--- src/rtl/qspi_pkg.sv ---
// qspi_pkg: shared encodings and frame-length helper for the QSPI FIFO/link glue.
package qspi_pkg;
    typedef enum logic [1:0] {PROTO_SINGLE, PROTO_DUAL, PROTO_QUAD, PROTO_RSVD} proto_e;
    typedef enum logic [1:0] {CS_AUTO, CS_RSVD, CS_HOLD, CS_OFF} cs_e;

    // Lane cycles per frame; wide enough that len+3 never overflows for any LEN_W <= 16.
    function automatic logic [16:0] lane_cnt(input logic [1:0] proto, input logic [15:0] len);
        logic [16:0] l;
        l = {1'b0, len};
        return proto == PROTO_DUAL ? (l + 17'd1) >> 1 :
               proto == PROTO_QUAD ? (l + 17'd3) >> 2 : l;
    endfunction
endpackage

--- src/rtl/qspi_sync_fifo.sv ---
// qspi_sync_fifo: first-word-fall-through synchronous FIFO with flush and occupancy count.
module qspi_sync_fifo #(
    parameter int DATA_W = 8,
    parameter int DEPTH = 8,
    localparam int CNT_W = $clog2(DEPTH + 1),
    localparam int AW = $clog2(DEPTH)
) (
    input  logic              clk,
    input  logic              rst,
    input  logic              flush,
    input  logic              enq_valid,
    output logic              enq_ready,
    input  logic [DATA_W-1:0] enq_bits,
    output logic              deq_valid,
    input  logic              deq_ready,
    output logic [DATA_W-1:0] deq_bits,
    output logic [CNT_W-1:0]  count
);
    logic [DATA_W-1:0] mem [DEPTH];
    logic [AW-1:0] wp, rp;
    logic do_enq, do_deq;

    assign enq_ready = count != CNT_W'(DEPTH);
    assign deq_valid = count != '0;
    assign deq_bits = mem[rp];
    assign do_enq = enq_valid & enq_ready;
    assign do_deq = deq_valid & deq_ready;

    always_ff @(posedge clk or posedge rst) begin
        if (rst) begin
            wp <= '0;
            rp <= '0;
            count <= '0;
        end else if (flush) begin
            wp <= '0;
            rp <= '0;
            count <= '0;
        end else begin
            wp <= wp + AW'(do_enq);
            rp <= rp + AW'(do_deq);
            count <= count + CNT_W'(do_enq) - CNT_W'(do_deq);
        end
    end

    always_ff @(posedge clk) begin
        if (do_enq && !flush) mem[wp] <= enq_bits;
    end
endmodule

--- src/rtl/qspi_fifo_ctrl.sv ---
// qspi_fifo_ctrl: buffers host TX/RX frames and derives link frame length, RX
// tracking and chip-select control from the format/CS registers.
module qspi_fifo_ctrl
    import qspi_pkg::*;
#(
    parameter int DATA_W = 8,
    parameter int DEPTH = 8,
    parameter int LEN_W = 4,
    parameter int PEND_W = 2,
    localparam int CNT_W = $clog2(DEPTH + 1)
) (
    input  logic              clock,
    input  logic              reset,
    input  logic [1:0]        io_ctrl_fmt_proto,
    input  logic              io_ctrl_fmt_endian,
    input  logic              io_ctrl_fmt_iodir,
    input  logic [LEN_W-1:0]  io_ctrl_fmt_len,
    input  logic [1:0]        io_ctrl_cs_mode,
    input  logic [CNT_W-1:0]  io_ctrl_wm_tx,
    input  logic [CNT_W-1:0]  io_ctrl_wm_rx,
    input  logic              io_ctrl_tx_flush,
    input  logic              io_ctrl_rx_flush,
    input  logic              io_ctrl_ovf_clr,
    input  logic              io_link_tx_ready,
    output logic              io_link_tx_valid,
    output logic [DATA_W-1:0] io_link_tx_bits,
    input  logic              io_link_rx_valid,
    input  logic [DATA_W-1:0] io_link_rx_bits,
    output logic [LEN_W-1:0]  io_link_cnt,
    output logic [1:0]        io_link_fmt_proto,
    output logic              io_link_fmt_endian,
    output logic              io_link_fmt_iodir,
    output logic              io_link_cs_set,
    output logic              io_link_cs_clear,
    output logic              io_link_cs_hold,
    input  logic              io_link_active,
    output logic              io_link_lock,
    output logic              io_tx_ready,
    input  logic              io_tx_valid,
    input  logic [DATA_W-1:0] io_tx_bits,
    input  logic              io_rx_ready,
    output logic              io_rx_valid,
    output logic [DATA_W-1:0] io_rx_bits,
    output logic              io_ip_txwm,
    output logic              io_ip_rxwm,
    output logic              io_rx_overflow
);
    localparam logic [PEND_W-1:0] PEND_MAX = '1;
    logic [CNT_W-1:0] tx_count, rx_count;
    logic [PEND_W-1:0] pend;
    cs_e cs_mode;
    logic fire_tx, inc, dec, rx_enq, rx_enq_ready, unused;

    assign unused = io_link_active;

    qspi_sync_fifo #(.DATA_W(DATA_W), .DEPTH(DEPTH)) txq (
        .clk(clock), .rst(reset), .flush(io_ctrl_tx_flush),
        .enq_valid(io_tx_valid), .enq_ready(io_tx_ready), .enq_bits(io_tx_bits),
        .deq_valid(io_link_tx_valid), .deq_ready(io_link_tx_ready), .deq_bits(io_link_tx_bits),
        .count(tx_count)
    );

    qspi_sync_fifo #(.DATA_W(DATA_W), .DEPTH(DEPTH)) rxq (
        .clk(clock), .rst(reset), .flush(io_ctrl_rx_flush),
        .enq_valid(rx_enq), .enq_ready(rx_enq_ready), .enq_bits(io_link_rx_bits),
        .deq_valid(io_rx_valid), .deq_ready(io_rx_ready), .deq_bits(io_rx_bits),
        .count(rx_count)
    );

    assign fire_tx = io_link_tx_valid & io_link_tx_ready;
    assign inc = fire_tx & ~io_ctrl_fmt_iodir;
    assign dec = io_link_rx_valid & (pend != '0);
    // Link data only counts as RX when a frame was actually sent expecting a reply.
    assign rx_enq = dec;

    assign io_link_cnt = LEN_W'(lane_cnt(io_ctrl_fmt_proto, 16'(io_ctrl_fmt_len)));
    assign io_link_fmt_proto = io_ctrl_fmt_proto;
    assign io_link_fmt_endian = io_ctrl_fmt_endian;
    assign io_link_fmt_iodir = io_ctrl_fmt_iodir;
    assign io_link_lock = io_link_tx_valid | (pend != '0);
    assign io_link_cs_set = cs_mode != CS_OFF;
    assign io_link_cs_hold = cs_mode == CS_HOLD;
    assign io_link_cs_clear = (cs_mode != cs_e'(io_ctrl_cs_mode)) |
                              (fire_tx & (cs_mode == CS_AUTO || cs_mode == CS_RSVD));
    assign io_ip_txwm = tx_count < io_ctrl_wm_tx;
    assign io_ip_rxwm = rx_count > io_ctrl_wm_rx;

    always_ff @(posedge clock or posedge reset) begin
        if (reset) begin
            pend <= '0;
            cs_mode <= CS_AUTO;
            io_rx_overflow <= 1'b0;
        end else begin
            cs_mode <= cs_e'(io_ctrl_cs_mode);
            if (inc && !dec && pend != PEND_MAX) pend <= pend + PEND_W'(1);
            else if (dec && !inc) pend <= pend - PEND_W'(1);
            if (rx_enq && !rx_enq_ready) io_rx_overflow <= 1'b1;
            else if (io_ctrl_ovf_clr) io_rx_overflow <= 1'b0;
        end
    end
endmodule

--- config.mk ---
export PLATFORM = sky130hd
export DESIGN_NAME = qspi_fifo_ctrl
export DESIGN_NICKNAME = d
export VERILOG_FILES = /design/src/rtl/qspi_pkg.sv /design/src/rtl/qspi_sync_fifo.sv /design/src/rtl/qspi_fifo_ctrl.sv
export SDC_FILE = /design/constraint.sdc
export NUM_CORES = 1
export LEC_CHECK = 0
export BUFFER_PORTS_ARGS = -buffer_cell sky130_fd_sc_hd__buf_2
export CAP_MARGIN = 20
export CORE_ASPECT_RATIO = 1.1
export CORE_MARGIN = 1
export CORE_UTILIZATION = 30
export CTS_BUF_LIST = sky130_fd_sc_hd__clkbuf_2 sky130_fd_sc_hd__clkbuf_4 sky130_fd_sc_hd__clkbuf_8
export CTS_CLUSTER_DIAMETER = 100
export DETAILED_ROUTE_END_ITERATION = 12
export GPL_TIMING_DRIVEN = 0
export PLACE_DENSITY = 0.49
export REMOVE_ABC_BUFFERS = 1
export SLEW_MARGIN = 20
export SYNTH_ARGS = -nofsm -noshare
export SYNTH_HDL_FRONTEND = slang
export SYNTH_HIERARCHICAL = 1
export SYNTH_SLANG_ARGS = --single-unit
--- constraint.sdc ---
create_clock -name clock -period 2.5 [get_ports clock]
set_input_delay 0.75 -clock clock [delete_from_list [all_inputs] [get_ports clock]]
set_output_delay 0.75 -clock clock [all_outputs]
set_load 0.03 [all_outputs]
Word level (Yosys, flattened, before mapping)
Memory sizes are Yosys's and may differ from the RTL's.
Index checks and enable logic that the tools add are counted.
{"block": "totals", "regBits": 25, "in_bits": 44, "ram_bits": 128, "word_cells": 78, "n_memories": 2, "out_inout_bits": 34}
{"name": "rxq.mem", "words": 8, "word_bits": 8, "rd": 1, "rd_clocked_by_memory_dff": 0, "write_ports": 1, "line_no": "qspi_sync_fifo.sv:19", "text": "logic [DATA_W-1:0] mem [DEPTH];"}
{"name": "txq.mem", "words": 8, "word_bits": 8, "rd": 1, "rd_clocked_by_memory_dff": 0, "write_ports": 1, "line_no": "qspi_sync_fifo.sv:19"}
{"block": "classes", "n_addsub": 12, "bitwise": 10, "muxes": 16, "n_lt_le_gt_ge": 2, "n_reduce_logical": 18, "n_eq_ne": 9}
{"operator": "4-bit 2-to-1 mux", "count": 4}
{"operator": "3-bit by 1-bit adder with 3-bit output", "count": 4}
{"operator": "3-bit 2-to-1 mux", "count": 4}
{"operator": "4-bit by 1-bit adder with 4-bit output", "count": 2}
{"operator": "4-bit != test, second input constant", "count": 2}
{"operator": "4-bit nonzero test", "count": 2}
{"operator": "4-bit by 1-bit subtractor with 4-bit output", "count": 2}
{"operator": "1-bit AND", "count": 7}
{"operator": "1-bit logical AND", "count": 6}
{"operator": "1-bit 2-to-1 mux", "count": 6}
{"operator": "2-bit nonzero test", "count": 3}
{"operator": "4-bit by 1-bit adder with 5-bit output, second input constant", "count": 1}
{"operator": "4-bit by 2-bit adder with 5-bit output, second input constant", "count": 1}
{"operator": "1-bit zero test", "count": 5}
{"operator": "2-bit by 1-bit == test with 1-bit output, second input constant", "count": 2}
{"operator": "2-bit == test, second input constant", "count": 2}
{"operator": "4-bit greater-than comparator", "count": 1}
{"operator": "4-bit less-than comparator", "count": 1}
{"operator": "2-bit 2-to-1 mux", "count": 2}
{"operator": "2-bit != test, second input constant", "count": 2}
{"operator": "2-bit by 1-bit adder with 2-bit output, second input constant", "count": 1}
{"operator": "2-bit zero test", "count": 1}
{"operator": "2-bit != test", "count": 1}
{"operator": "1-bit bitwise OR", "count": 2}
{"operator": "3 further kinds", "count": 3}

Logic depth before layout (Yosys ltp)
Gate-level depths: netlist of the first run.
{"block": "logic_depth", "ltp_word": 7, "ltp_mapped": 11, "ltp_nobuf": 11}

Hierarchy
The synthesis of the first run kept the hierarchy.
{"mod": "qspi_sync_fifo", "instances": 2, "cells_per_inst": 158, "seq_area_each_um2": 2172.1, "area_each_um2": 3104.2}
{"mod": "qspi_fifo_ctrl", "instances": 1, "cells_per_inst": 84, "seq_area_each_um2": 125.1, "area_each_um2": 666.9}

Worst setup path after synthesis of the first run
OpenSTA, ideal clock, no wires.
{"block": "synth_timing", "kind": "input to output", "startpoint": "in io_ctrl_wm_tx[1]", "endpoint": "out io_ip_txwm", "stages": 5, "path_buffers": 0, "t_required_ns": 1.750, "setup_slack_ns": -0.110, "arrival_ns": 1.860, "path_cell_list": "inv_1 > ha_1 > a21o_1 > a21o_1 > a21oi_1"}
{"block": "synth_between", "elab_chain_cells": 1}
{"element": "start, declared", "line_no": "qspi_fifo_ctrl.sv:19", "text": "input logic [CNT_W-1:0] io_ctrl_wm_tx,"}
{"element": "4-bit less-than comparator", "line_no": "qspi_fifo_ctrl.sv:85", "text": "assign io_ip_txwm = tx_count < io_ctrl_wm_tx;"}
{"element": "end, declared", "line_no": "qspi_fifo_ctrl.sv:44", "text": "output logic io_ip_txwm,"}
Every way passes these cells.

Worst setup path after layout of the first run
{"block": "layout_timing", "startpoint": "reg rxq.rp[0]", "endpoint": "out io_rx_bits[6]"}
{"block": "layout_between", "elab_chain_cells": 1}
{"element": "start, declared", "line_no": "qspi_sync_fifo.sv:20", "text": "logic [AW-1:0] wp, rp;"}
{"element": "start signal, assigned", "line_no": "qspi_sync_fifo.sv:40", "text": "rp <= rp + AW'(do_deq);"}
{"element": "memory read 8 x 8 bit"}
{"element": "end, declared", "line_no": "qspi_fifo_ctrl.sv:43", "text": "output logic [DATA_W-1:0] io_rx_bits,"}
Every way passes these cells.

==> results of run 1 <==
-- per-layer routing --
metal	routed length, um	part of all wire
met1	6060	0.43
met2	7440	0.53
met3	383	0.027
met4	176	0.013
met5	0	0
-- synth_stat cells (all sizes together) (8+ instances only) --
library cell | number | area [um2]
dfrtp | 25 | 626
a21oi | 13 | 65.1
xnor2 | 8 | 70.1
edfxtp | 128 | 3840
nor2 | 27 | 101
mux2 | 16 | 180
mux4 | 32 | 833
inv | 27 | 101
ha | 29 | 363
buf | 11 | 110
nor2b | 14 | 87.6
nand2b | 9 | 71.3
nand2 | 10 | 37.5
-- layout by cell type (no fill, tap or decap), drive strengths merged, types with 2 or more instances in the layout --
master / synthesis / layout
edfxtp: 128 / 128
buf: 11 / 94
inv: 27 / 35
mux4: 32 / 32
ha: 29 / 29
nor2: 27 / 27
dfrtp: 25 / 25
clkbuf: 6 / 19
mux2: 16 / 16
nor2b: 14 / 14
a21oi: 13 / 13
nand2: 10 / 10
nand2b: 9 / 9
xnor2: 8 / 8
and2: 6 / 6
nor3: 4 / 4
clkinv: 0 / 4
o22ai: 3 / 3
a31oi: 3 / 3
o21ai: 2 / 2
nand3b: 2 / 2
a21o: 2 / 2
clkinvlp: 0 / 2
or3b: 2 / 2
nand4b: 2 / 2
nand4bb: 2 / 2
nand3: 2 / 2
a31o: 2 / 2
fa: 2 / 2
-- flip-flops by register name (all words and copies together) (netlist names) --
name	flops
rxq/count	4
txq/wp	3
rxq/mem	64
txq/mem	64
txq/rp	3
rxq/rp	3
cs_mode	2
pend	2
rxq/wp	3
io_rx_overflow	1
txq/count	4
-- cells by family (layout without fill, tap and decap cells) --
family	Yosys count	count (layout)
AO/OA/AOI/OAI	31	31
adder cells (fa/ha/maj)	31	31
AND/OR/NAND/NOR	84	84
buffers and inverters	44	154
multiplexers	49	49
XOR/XNOR	8	8
flip-flops	153	153
-- layout make-up --
type                       instances  area, um2  area share
clock buffer                      18        241      0.0290
multi-input combinational        203       2250       0.270
tap                              295        369      0.0443
sequential                       153       4480       0.538
clock inverter                    14        113      0.0135
timing repair buffer              95        776      0.0931
inverter                          27        101      0.0122
-- power breakdown --
| group | switching (W) | leakage [nW] | internal (W) | total (W) |
|---|---|---|---|---|
| clock network | 0.000989 | 0.180 | 0.000724 | 0.00171 |
| logic | 0.00127 | 1.40 | 0.00148 | 0.00275 |
| registers | 0.000206 | 1.48 | 0.00292 | 0.00313 |
| total | 0.00247 | 3.06 | 0.00512 | 0.00759 |
-- repair_timing --
| action | in CTS | in global routing |
|---|---|---|
| pin swaps | 2 | 14 |
| gates resized for setup | 72 | 67 |
| buffers inserted | 8 | 7 |
| setup endpoints to repair | 25 | 29 |
| gates cloned | 1 | 1 |
-- through the flow --
| step | worst slack, ns | TNS (ns) | hold slack (ns) | util |
|---|---|---|---|---|
| after global routing | -0.371 | -5.81 | 0.200 | 0.374 |
| after floorplan | -0.110 | -0.113 | 0.529 | - |
| after detailed placement | -0.419 | -15.15 | 0.536 | 0.339 |
| final | -0.296 | -4.16 | 0.220 | 0.374 |
| after CTS | -0.354 | -5.26 | 0.202 | 0.364 |
| after global placement | -0.618 | -28.56 | 0.531 | 0.336 |
-- worst paths after layout --
| kind | cells after the start | start | end |
|---|---|---|---|
| hold / removal | 2 | reset | cs_mode[1] |
| setup / recovery | 4 | rxq/rp[0] | io_rx_bits[6] |
| setup reg to reg | 5 | rxq/count[3] | rxq/mem[4][4] |
| max in group asynchronous | 2 | reset | txq/rp[0] |
| hold reg to reg | 2 | io_rx_overflow | io_rx_overflow |
| min in group clock | 1 | io_ctrl_cs_mode[0] | cs_mode[0] |
-- worst max-delay path: cells and delay by family (launching register included) --
family,cells,cell delay (ns)
DFF,1,0.48
buffers and inverters,2,0.31
muxes,2,0.81
==> flow_metrics.py, run 1 <==
metrics = {
    "route": {
        "vias": 3739,
        "drtIter0Drc": 179,
        "postRouteAntennaNets": 0,
        "drt-wirelength-per-cell_um": 17.5,
        "vias_per_cell": 4.64,
        "drt_first_pass_iters": 4,
        "wl_um": 14100,
        "drcViolationCount": 0,
    },
    "timing": {
        "finalHoldViolations": 0,
        "final_max_slew_viol_count": 0,
        "clock_skew_ns": 0.0178,
        "min_period_over_period": 1.12,
        "rsz0062_at_grt": "yes",
        "maxSlewHeadroom": 0.369,
        "setup_viol": 17,
        "layout_setup_ws_ns": -0.296,
        "layout_min_cycle_time_ns": 2.80,
        "worstMarginPinSlew_ns": 0.943,
        "max_freq_ghz": 0.358,
    },
    "yosys": {
        "synth-simple-area-share": 0.0692,
        "synthArstFlopShare": 0.163,
        "synth_top_family_by_area": "multiplexers",
        "ys_ff_latch": 153,
        "synthXorXnorAreaFrac": 0.0102,
        "synth_mux_area_frac": 0.149,
        "seq_area_frac_synth": 0.650,
        "synth_enable_flop_cells": 128,
        "netlist_area_um2": 6880,
        "synth-adder-area-share": 0.0586,
        "ys_types": 44,
        "synth_ff_type": "edfxtp_1",
        "synth_compound_area_frac": 0.0291,
        "yosys_warnings": 6,
        "syn_inst": 400,
        "avgSynthCellArea_um2": 17.2,
    },
    "die": {
        "die_area_um2": 23500,
        "die_height_um": 161,
        "fp.dieW_um": 146,
        "core_area_um2": 22300,
        "pin_count": 78,
        "start_util": 0.309,
        "fp-row-count": 57,
    },
    "setup_path": {
        "critPathKind": "register to output port",
        "crit_required_ns": 1.75,
        "critPathMaxStageDelay_ns": 0.53,
        "crit_path_cell_trace": "clkbuf_16 > mux4_1 > mux2_4 > buf_6",
        "crit_path_max_fanout": 4,
        "endpoint_kind": "output port",
        "worstPathArrival_ns": 2.05,
        "cp_slowest_cell": "mux4_1",
        "r2r_slack_ns": 0.09,
        "crit_path_start_kind": "register",
    },
    "layout": {
        "antenna_cells": 0,
        "n_fill_cell": 2122,
        "layout.cells.non_filler": 805,
        "area_growth_pct": 21.2,
        "final_area_um2": 8330,
        "final_net_count": 572,
        "drive_above_1_share": 0.420,
    },
    "place": {
        "dpl_cell_area_um2": 7530,
        "place.gp.congestion": 0.695,
        "numPortBuffers": 74,
        "hpwl_um": 8940,
        "placed_cells": 756,
    },
    "global_routing": {
        "gr-usage-met2": 0.220,
        "grt_max_degree": 18,
        "grt_use_met3": 0.0301,
        "busiest_layer": "met2",
        "antenna_found_initial": 0,
        "grt_overflow": 0,
        "grt_pass1_wl_um": 21300,
        "track_usage": 0.123,
        "use_met1": 0.142,
        "grt_pass1_vias": 3861,
    },
    "outcome": {
        "outcome": "finished, violations left",
        "violations": "setup timing",
    },
    "power": {
        "powerDensity_nw_per_um2": 911,
        "p_leak_nw": 3.06,
        "fin_total_pwr_w": 0.00759,
        "vdd_drop_max_v": 0.000451,
    },
    "clocking": {
        "clock-root-buffer": "clkbuf_8",
        "clockBufferDepth": 2,
        "hold_buffers": 0,
        "clock_latency_ns": 0.44,
        "cts.clk_slew.worst_paths_ns": 0.10,
        "clock_sinks": 153,
        "tritoncts": "built",
        "htree_levels": 4,
        "cts_buffers": 17,
    },
    "hold_path": {
        "hold_class": "input port to async pin",
    },
    "job": {
        "drv_cap": 0,
    },
}
No activity file was read; power rests on OpenSTA's default activity.
==> run 2, diff against run 1 <==
--- a/config.mk
+++ b/config.mk
@@ -14,7 +14,7 @@
 export CTS_CLUSTER_DIAMETER = 100
 export DETAILED_ROUTE_END_ITERATION = 12
 export GPL_TIMING_DRIVEN = 0
-export PLACE_DENSITY = 0.49
+export PLACE_DENSITY = 0.45
 export REMOVE_ABC_BUFFERS = 1
 export SLEW_MARGIN = 20
 export SYNTH_ARGS = -nofsm -noshare
==> flow_metrics.py, run 2 (synthesized netlist as in run 1, its figures left out) <==
metrics = {
    "route": {
        "vias_per_cell": 4.60,
        "drt-wirelength-per-cell_um": 17.9,
        "wl_um": 14400,
        "drt_first_pass_iters": 5,
        "vias": 3706,
        "drcViolationCount": 0,
        "postRouteAntennaNets": 0,
        "drtIter0Drc": 176,
    },
    "layout": {
        "antenna_cells": 0,
        "multiInputGateArea_um2": 2240,
        "reg_top3": "rxq/mem: 64 flops, txq/mem: 64 flops",
        "final_net_count": 572,
        "layout.cells.non_filler": 805,
        "final_core_util": 0.375,
        "n_fill_cell": 2138,
        "final_common_cell": "edfxtp_1",
        "area_growth_pct": 21.4,
        "drive_above_1_share": 0.418,
        "seq_area_um2": 4480,
        "final_cell_mix": "edfxtp_1, buf_2, mux4_2",
        "final_area_um2": 8350,
    },
    "power": {
        "powerDensity_nw_per_um2": 930,
        "p_leak_nw": 3.08,
        "vdd_drop_max_v": 0.000359,
        "fin_total_pwr_w": 0.00777,
    },
    "setup_path": {
        "critPathKind": "register to output port",
        "critPathMaxStageDelay_ns": 0.52,
        "cp_num_buf_inv": 2,
        "crit_path_max_fanout": 8,
        "worstPathArrival_ns": 2.05,
        "crit_path_cell_trace": "buf_12 > mux4_2 > mux2_4 > buf_6",
        "crit_path_start_kind": "register",
        "endpoint_kind": "output port",
        "cp_top_family": "multiplexers",
        "cp_slowest_cell": "mux4_2",
        "crit_required_ns": 1.75,
    },
    "timing": {
        "clock_skew_ns": 0.0121,
        "finalHoldViolations": 0,
        "layout_setup_ws_ns": -0.300,
        "max_freq_ghz": 0.357,
        "rsz0062_at_grt": "yes",
        "maxSlewHeadroom": 0.291,
        "worstMarginPinSlew_ns": 1.06,
        "min_period_over_period": 1.12,
        "final_max_slew_viol_count": 0,
        "setup_viol": 17,
        "layout_min_cycle_time_ns": 2.80,
    },
    "clocking": {
        "clock_latency_ns": 0.45,
        "cts.clk_slew.worst_paths_ns": 0.10,
        "clock_sinks": 153,
        "cts_buffers": 17,
        "hold_buffers": 0,
        "clockBufferDepth": 2,
        "tritoncts": "built",
        "clock-root-buffer": "clkbuf_8",
        "htree_levels": 4,
    },
    "die": {
        "fp.dieW_um": 146,
        "fp-row-count": 57,
        "start_util": 0.309,
        "core_area_um2": 22300,
        "die_height_um": 161,
        "pin_count": 78,
        "die_area_um2": 23500,
    },
    "place": {
        "pre_cts_ws_ns": -0.416,
        "dpl_cell_area_um2": 7530,
        "placed_cells": 756,
        "numPortBuffers": 74,
        "place.gp.congestion": 0.695,
        "hpwl_um": 8730,
    },
    "global_routing": {
        "grt_pass1_wl_um": 22100,
        "antenna_found_initial": 0,
        "track_usage": 0.127,
        "grt_max_degree": 19,
        "grt_overflow": 0,
        "grt_pass1_vias": 3879,
    },
    "hold_path": {
        "hold_class": "input port to async pin",
    },
    "outcome": {
        "violations": "setup timing",
        "outcome": "finished, violations left",
    },
    "job": {
        "drv_cap": 0,
    },
}
==> run 2: cell types whose count changed in the layout (fill, tap and decap cells not counted), sizes merged <==
| cell | delta |
|---|---|
| clkbuf | -1 |
| clkinv | +1 |
| clkinvlp | -1 |
| inv | +1 |
==> run 2: through the flow <==
stage | setup TNS, ns | hold slack (ns)
after floorplan | -0.113 | 0.529
after global placement | -23.82 | 0.527
after detailed placement | -11.20 | 0.536
after CTS | -5.11 | 0.176
after global routing | -5.84 | 0.190
final | -4.28 | 0.211
==> run 2: timing repair <==
action                     CTS  global route
buffers inserted             9             6
gates resized for setup     95            31
cloned                       2             0
pin swaps                    4             6
setup endpoints to repair   27            26
==> run 2: final cells by class <==
| class | instances | area share |
|---|---|---|
| Sequential cell | 153 | 0.537 |
| Multi-Input combinational cell | 203 | 0.268 |
| Timing Repair Buffer | 95 | 0.0902 |
| Tap cell | 295 | 0.0442 |
| Clock buffer | 17 | 0.0280 |
| Clock inverter | 15 | 0.0204 |
| Inverter | 27 | 0.0121 |
==> run 2: routing by layer <==
metal / global-route usage / share of wire / routed length, um / vias to the layer above
li1: - / - / - / 1714
met1: 0.151 / 0.42 / 6120 / 1918
met2: 0.223 / 0.54 / 7730 / 63
met3: 0.0310 / 0.032 / 458 / 11
met4: 0.0398 / 0.0088 / 127 / 0
met5: 0 / 0 / 0 / -
==> run 2: path summary, 6_finish.rpt <==
check                                        start            endpoint  slack (ns)  depth (start not counted)
worst max-delay path                     txq/rp[0]  io_link_tx_bits[0]       -0.30                          4
worst min-delay path                         reset          cs_mode[1]        0.21                          2
worst max register to register        rxq/count[3]       rxq/mem[6][4]        0.08                          5
worst min register to register      io_rx_overflow      io_rx_overflow        0.54                          2
max in group asynchronous                    reset           txq/rp[0]        1.83                          2
min in group clock              io_ctrl_cs_mode[0]          cs_mode[0]        0.43                          1
==> run 2: report_power, final <==
group	internal [W]	switching [W]	leakage [nW]
Combinational	0.00147	0.00129	1.39
Sequential	0.00292	0.000203	1.48
Clock	0.000766	0.00112	0.203
Total	0.00516	0.00260	3.08
==> run 2: worst reg2reg max path, stage by stage, from the launching register on <==
cell and delay [ns]:
dfrtp_2 0.45, buf_6 0.13, ha_1 0.16, or3b_4 0.25, nand4bb_1 0.20, nor2_1 0.85
